$ cat config.mk
export PLATFORM = sky130hd
export DESIGN_NAME = mux_2x1
export DESIGN_NICKNAME = d
export VERILOG_FILES = /design/src/rtl/mux_2x1_pkg.sv /design/src/rtl/mux_2x1_en_reg.sv /design/src/rtl/mux_2x1.sv
export SDC_FILE = /design/constraint.sdc
export NUM_CORES = 1
export LEC_CHECK = 0
export ABC_AREA = 1
export CAP_MARGIN = 20
export CORE_MARGIN = 10
export CORE_UTILIZATION = 36
export DETAILED_ROUTE_END_ITERATION = 16
export HOLD_SLACK_MARGIN = 0.02
export PLACE_DENSITY_LB_ADDON = 0.05
export SETUP_SLACK_MARGIN = 0.5
export SLEW_MARGIN = 5
export SYNTH_ARGS = -nofsm -noshare
export SYNTH_HDL_FRONTEND = slang
export SYNTH_SLANG_ARGS = --single-unit
$ cat constraint.sdc
create_clock -name clk -period 1.1 [get_ports clk]
set_input_delay 0.22 -clock clk [delete_from_list [all_inputs] [get_ports clk]]
set_output_delay 0.22 -clock clk [all_outputs]
set_load 0.02 [all_outputs]
$ cat src/rtl/mux_2x1_pkg.sv
// Shared constants for pipeline datapath selectors (operand B, PC source, write-back).
package mux_2x1_pkg;

   localparam int unsigned XLEN = 32;

   localparam logic SEL_A = 1'b0;
   localparam logic SEL_B = 1'b1;

endpackage

$ cat src/rtl/mux_2x1_en_reg.sv
// Enable-gated register with asynchronous active-low reset to a parameterized value.
module en_reg #(
   parameter int unsigned      WIDTH       = 1,
   parameter logic [WIDTH-1:0] RESET_VALUE = '0
) (
   input  logic             clk,
   input  logic             rst_n,
   input  logic             en,
   input  logic [WIDTH-1:0] d,
   output logic [WIDTH-1:0] q
);

   always_ff @(posedge clk or negedge rst_n) begin
      if (!rst_n)  q <= RESET_VALUE;
      else if (en) q <= d;
   end

endmodule

$ cat src/rtl/mux_2x1.sv
// Word-wide 2:1 selector: combinational y plus an enable-gated registered copy y_q/sel_q.
module mux_2x1
   import mux_2x1_pkg::*;
#(
   parameter int unsigned      WIDTH       = XLEN,
   parameter logic [WIDTH-1:0] RESET_VALUE = '0
) (
   input  logic             clk,
   input  logic             rst_n,
   input  logic [WIDTH-1:0] a,
   input  logic [WIDTH-1:0] b,
   input  logic             sel,
   input  logic             en,
   output logic [WIDTH-1:0] y,
   output logic [WIDTH-1:0] y_q,
   output logic             sel_q
);

   // An unknown sel makes the ternary merge a and b bitwise: matching bits pass,
   // differing bits go X. Synthesis reduces this to a plain mux (non-1 sel -> a).
   assign y = (sel == SEL_B) ? b : a;

   en_reg #(
      .WIDTH       (WIDTH),
      .RESET_VALUE (RESET_VALUE)
   ) u_y_reg (
      .clk   (clk),
      .rst_n (rst_n),
      .en    (en),
      .d     (y),
      .q     (y_q)
   );

   en_reg #(
      .WIDTH       (1),
      .RESET_VALUE (SEL_A)
   ) u_sel_reg (
      .clk   (clk),
      .rst_n (rst_n),
      .en    (en),
      .d     (sel),
      .q     (sel_q)
   );

endmodule

==> impl_metrics.yaml, run 1 <==
synth:
  avgSynthCellArea_sq_um: 6.631
  synth_cells: 307
  synth_simple_gate_area_frac: 0.4149
  synth-xor-area-share: 0
  synth-adder-area-share: 0
  synth_top_area_share: 0.4057
  synth_compound_area_frac: 0.002459
  synth_area_leaders: "dfrtp_1, nand2_1, inv_1"
  synth_seq_cells: 33
  syn_area_sq_um: 2036
  synth_cell_type_count: 11
  yosys-mux-area-fraction: 0
  yosys_warnings: 0
  synth_top_area_cell: "dfrtp_1"
  synth_fp_nets: 375
  yosysSeqAreaShare: 0.4057
  synth_top_family_by_area: "simple AND/OR/NAND/NOR gates"
clock_network:
  cts_max_path_buffers: 2
  htree_levels: 2
  clock-root-buffer: "clkbuf_8"
  numCtsBuffers: 5
  cts.sink_count: 33
floorplanning:
  initial_core_util: 0.3697
  ios: 133
  fp.dieW_um: 95.20
  row_count: 27
  fp.dieH_um: 95.20
place:
  port-buffer-count: 132
  placed_cells: 541
  place_hpwl_mm: 5.764
  gp_routability_congestion: 0.7744
  place_area_sq_um: 3829
timing:
  grt-worst-endpoint: "y[12]"
  worstEndpointType: "top-level output"
grt:
  grt_max_degree: 34
status:
  outcome: "aborted with a tool error"
  firstError: "[ERROR DPL-0038] Utilization greater than 100%, impossible to legalize"
  failed_stage: "global routing (5_1_grt)"
## repair_timing
| item | in CTS |
|---|---|
| endpoints found under the hold margin | 33 |
| gates resized for setup | 566 |
| gates cloned | 4 |
| pin swaps | 52 |
| setup endpoints to repair | 98 |
| buffers inserted | 108 |
## logic make-up after synthesis
logic type / after synthesis
flip-flops: 33
AND/OR/NAND/NOR: 193
buffers and inverters: 80
AO/OA/AOI/OAI: 1
## cells in the mapped netlist
library cell,n
buf_6,4
dfrtp_1,33
nand2_1,129
buf_4,6
buf_2,4
inv_4,1
inv_2,1
nand3_1,32
and2_1,32
o21ai_1,1
inv_1,64
## through the flow
step	TNS, ps	worst slack (ps)
after floorplan	0	150.6
after global placement	-47800	-999.4
after detailed placement	-48900	-1033
after CTS	0	2.226
==> run 2, diff against run 1 <==
HOLD_SLACK_MARGIN = not set   (was 0.02)
PLACE_DENSITY_LB_ADDON = 0.15   (was 0.05)
SETUP_SLACK_MARGIN = not set   (was 0.5)
==> run 2 against run 1 <==
  * The flow now finishes, with violations (negative setup slack)
  * Synthesized cell count unchanged
  * Area after synthesis unchanged
==> impl_metrics.yaml, run 2 <==
clock_network:
  clk_latency_ps: 280
  clk_pin_slew_worst_paths_ps: 70
  numCtsBuffers: 5
  htree_levels: 2
  cts_max_path_buffers: 2
  clock-root-buffer: "clkbuf_8"
  cts_tree: "yes"
  cts.sink_count: 33
synth:
  syn_area_sq_um: 2036
  synth_top_area_cell: "dfrtp_1"
  yosysSeqAreaShare: 0.4057
  synthArstFlopShare: 1.000
  synth_top_flop_cell: "dfrtp_1"
  synth_top_area_share: 0.4057
  avgSynthCellArea_sq_um: 6.631
  yosys_warnings: 0
  synth.most_common_cell: "nand2_1"
  synth_area_leaders: "dfrtp_1, nand2_1, inv_1"
  synth_cells: 307
  synth_seq_cells: 33
  synth_fp_nets: 375
  synth_commonest_cells: "nand2_1, inv_1, dfrtp_1, and2_1, nand3_1"
  synth_cell_type_count: 11
  synth_edf_count: 0
grt:
  grt-ovfl-total: 0
  grt_pass1_vias: 3364
  grt_pass1_wl_mm: 16.10
  grtUsageTotal: 0.2248
  grt_max_degree: 34
  antenna_found_initial: 1
layout:
  reg.largest.list: "u_y_reg.q x32, u_sel_reg.q x1"
  largest_register_ffs: 32
  mostFrequentLayoutCells: "buf_4, nand2_1, dlygate4sd2_1, inv_1, buf_2"
  regMostFlops: "u_y_reg.q"
  layout_commonest_cell: "buf_4"
  area_delta_synth_final_pct: 136.4
  layout-drive-gt1-share: 0.5224
  final_area_sq_um: 4813
  finalNetCount: 670
timing:
  holdWs_ps: 334.5
  slew_headroom: 0.8677
  drv_slew: 0
  fin_crit_ps: 1127
  worst_slack_ps: -27.19
  finalHoldViolCount: 0
  max_slew.worst_pin.slew_ps: 198.5
  max_freq_ghz: 0.8872
  rsz0062_at_grt: "yes"
  clock_skew_ps: 0
  setup_violations: 5
  period_share: 1.025
floorplanning:
  fp.dieW_um: 95.20
  fp.dieH_um: 95.20
  die_area_sq_um: 9062
  initial_core_util: 0.3697
  row_count: 27
  ios: 133
  core_sq_um: 5507
setup_path:
  crit_type: "in2out"
  arrival_ps: 910
  critPathRequiredTime_ps: 880
  cp_max_fo: 7
  end_kind: "output pin"
  critPathLaunchType: "primary input"
drt:
  first_iter_violations: 159
  finalWirelength_mm: 11.16
  via_count: 3174
  dr.pass1.iters: 4
  route.detailed.drc: 0
  detail_route.vias_per_cell: 4.695
  wl_per_cell_um: 16.50
  ant_nets: 0
status:
  outcome: "complete, but fails checks"
  violations: "negative setup slack"
hold_path:
  worstHoldPathType: "in2reg"
pwr:
  power_density_nw_per_um2: 895.6
  p_leak_nw: 2.867
  peakVddDrop_mv: 0.7554
place:
  gp_routability_congestion: 0.7506
  place_area_sq_um: 3780
  place_hpwl_mm: 5.825
  port-buffer-count: 132
  pre_cts_ws_ps: -1049
run:
  maxCapViolCount: 0
[run 2: cell counts after synthesis]
No cell type changed its count.
[run 2: layout make-up]
cell class,count,area [sq um]
Antenna cell,1,2.502
Fill cell,303,693.2
Multi-Input combinational cell,194,1012
Tap cell,72,90.09
Inverter,66,264.0
Timing Repair inverter,1,16.27
Sequential cell,33,825.8
Clock buffer,8,80.08
Timing Repair Buffer,301,2522
[run 2: worst max-delay path: stages]
cell and delay [ps]:
buf_16 150, buf_16 150, nand2_1 110, and2_4 160, buf_6 110
[run 2: final timing paths]
check / from / end / slack [ps] / cells after the start
min reg2reg: u_y_reg.q[12] / u_y_reg.q[12] / 480 / 2
max: sel / y[7] / -30 / 5
min in group asynchronous: rst_n / u_y_reg.q[4] / 420 / 3
max in group asynchronous: rst_n / u_y_reg.q[19] / 490 / 3
min: sel / u_sel_reg.q / 330 / 3
max reg2reg: u_y_reg.q[30] / u_y_reg.q[30] / 350 / 3
[run 2: kinds of logic after synthesis]
logic type / Yosys count / synth area share
simple gates: 193 / 0.4149
buf+inv: 80 / 0.1770
flops: 33 / 0.4057
compound gates: 1 / 0.002456
[run 2: stage by stage]
stage / TNS, ps / utilization / instances / power [mW]
after detailed placement: -49790 / 0.6864 / 550 / 3.042
final: -73.49 / 0.8741 / 676 / 4.311
after CTS: 0 / 0.8439 / 672 / 4.139
after global placement: -46710 / 0.6864 / 550 / 3.015
after floorplan: 0 / - / 307 / 2.087
after global routing: -421.3 / 0.8741 / 676 / 4.508
[run 2: what timing repair did]
| item | 4_1_cts | 5_1_grt |
|---|---|---|
| hold buffers | 1 | 0 |
| hold endpoints to repair | 33 | 0 |
| buffers inserted | 111 | 1 |
| setup endpoints to repair | 97 | 27 |
| resized for setup | 437 | 48 |
| pin swaps | 33 | 5 |
| cloned | 2 | 2 |
[run 2: report_power, final]
group | leakage, nW | internal (mW) | switching [mW]
Clock | 0.0395 | 0.450 | 0.449
Combinational | 2.43 | 1.05 | 0.951
Sequential | 0.396 | 1.34 | 0.0734
Total | 2.87 | 2.84 | 1.47
[run 2: metal layers]
layer | global-route usage | routed length, um | vias to the layer above
met5 | 0 | 0 | -
met4 | 0.1097 | 513 | 0
met3 | 0.06756 | 979 | 38
met2 | 0.4284 | 5928 | 129
met1 | 0.2129 | 3735 | 1529
li1 | - | - | 1478
No activity file was read; power rests on OpenSTA's default activity.
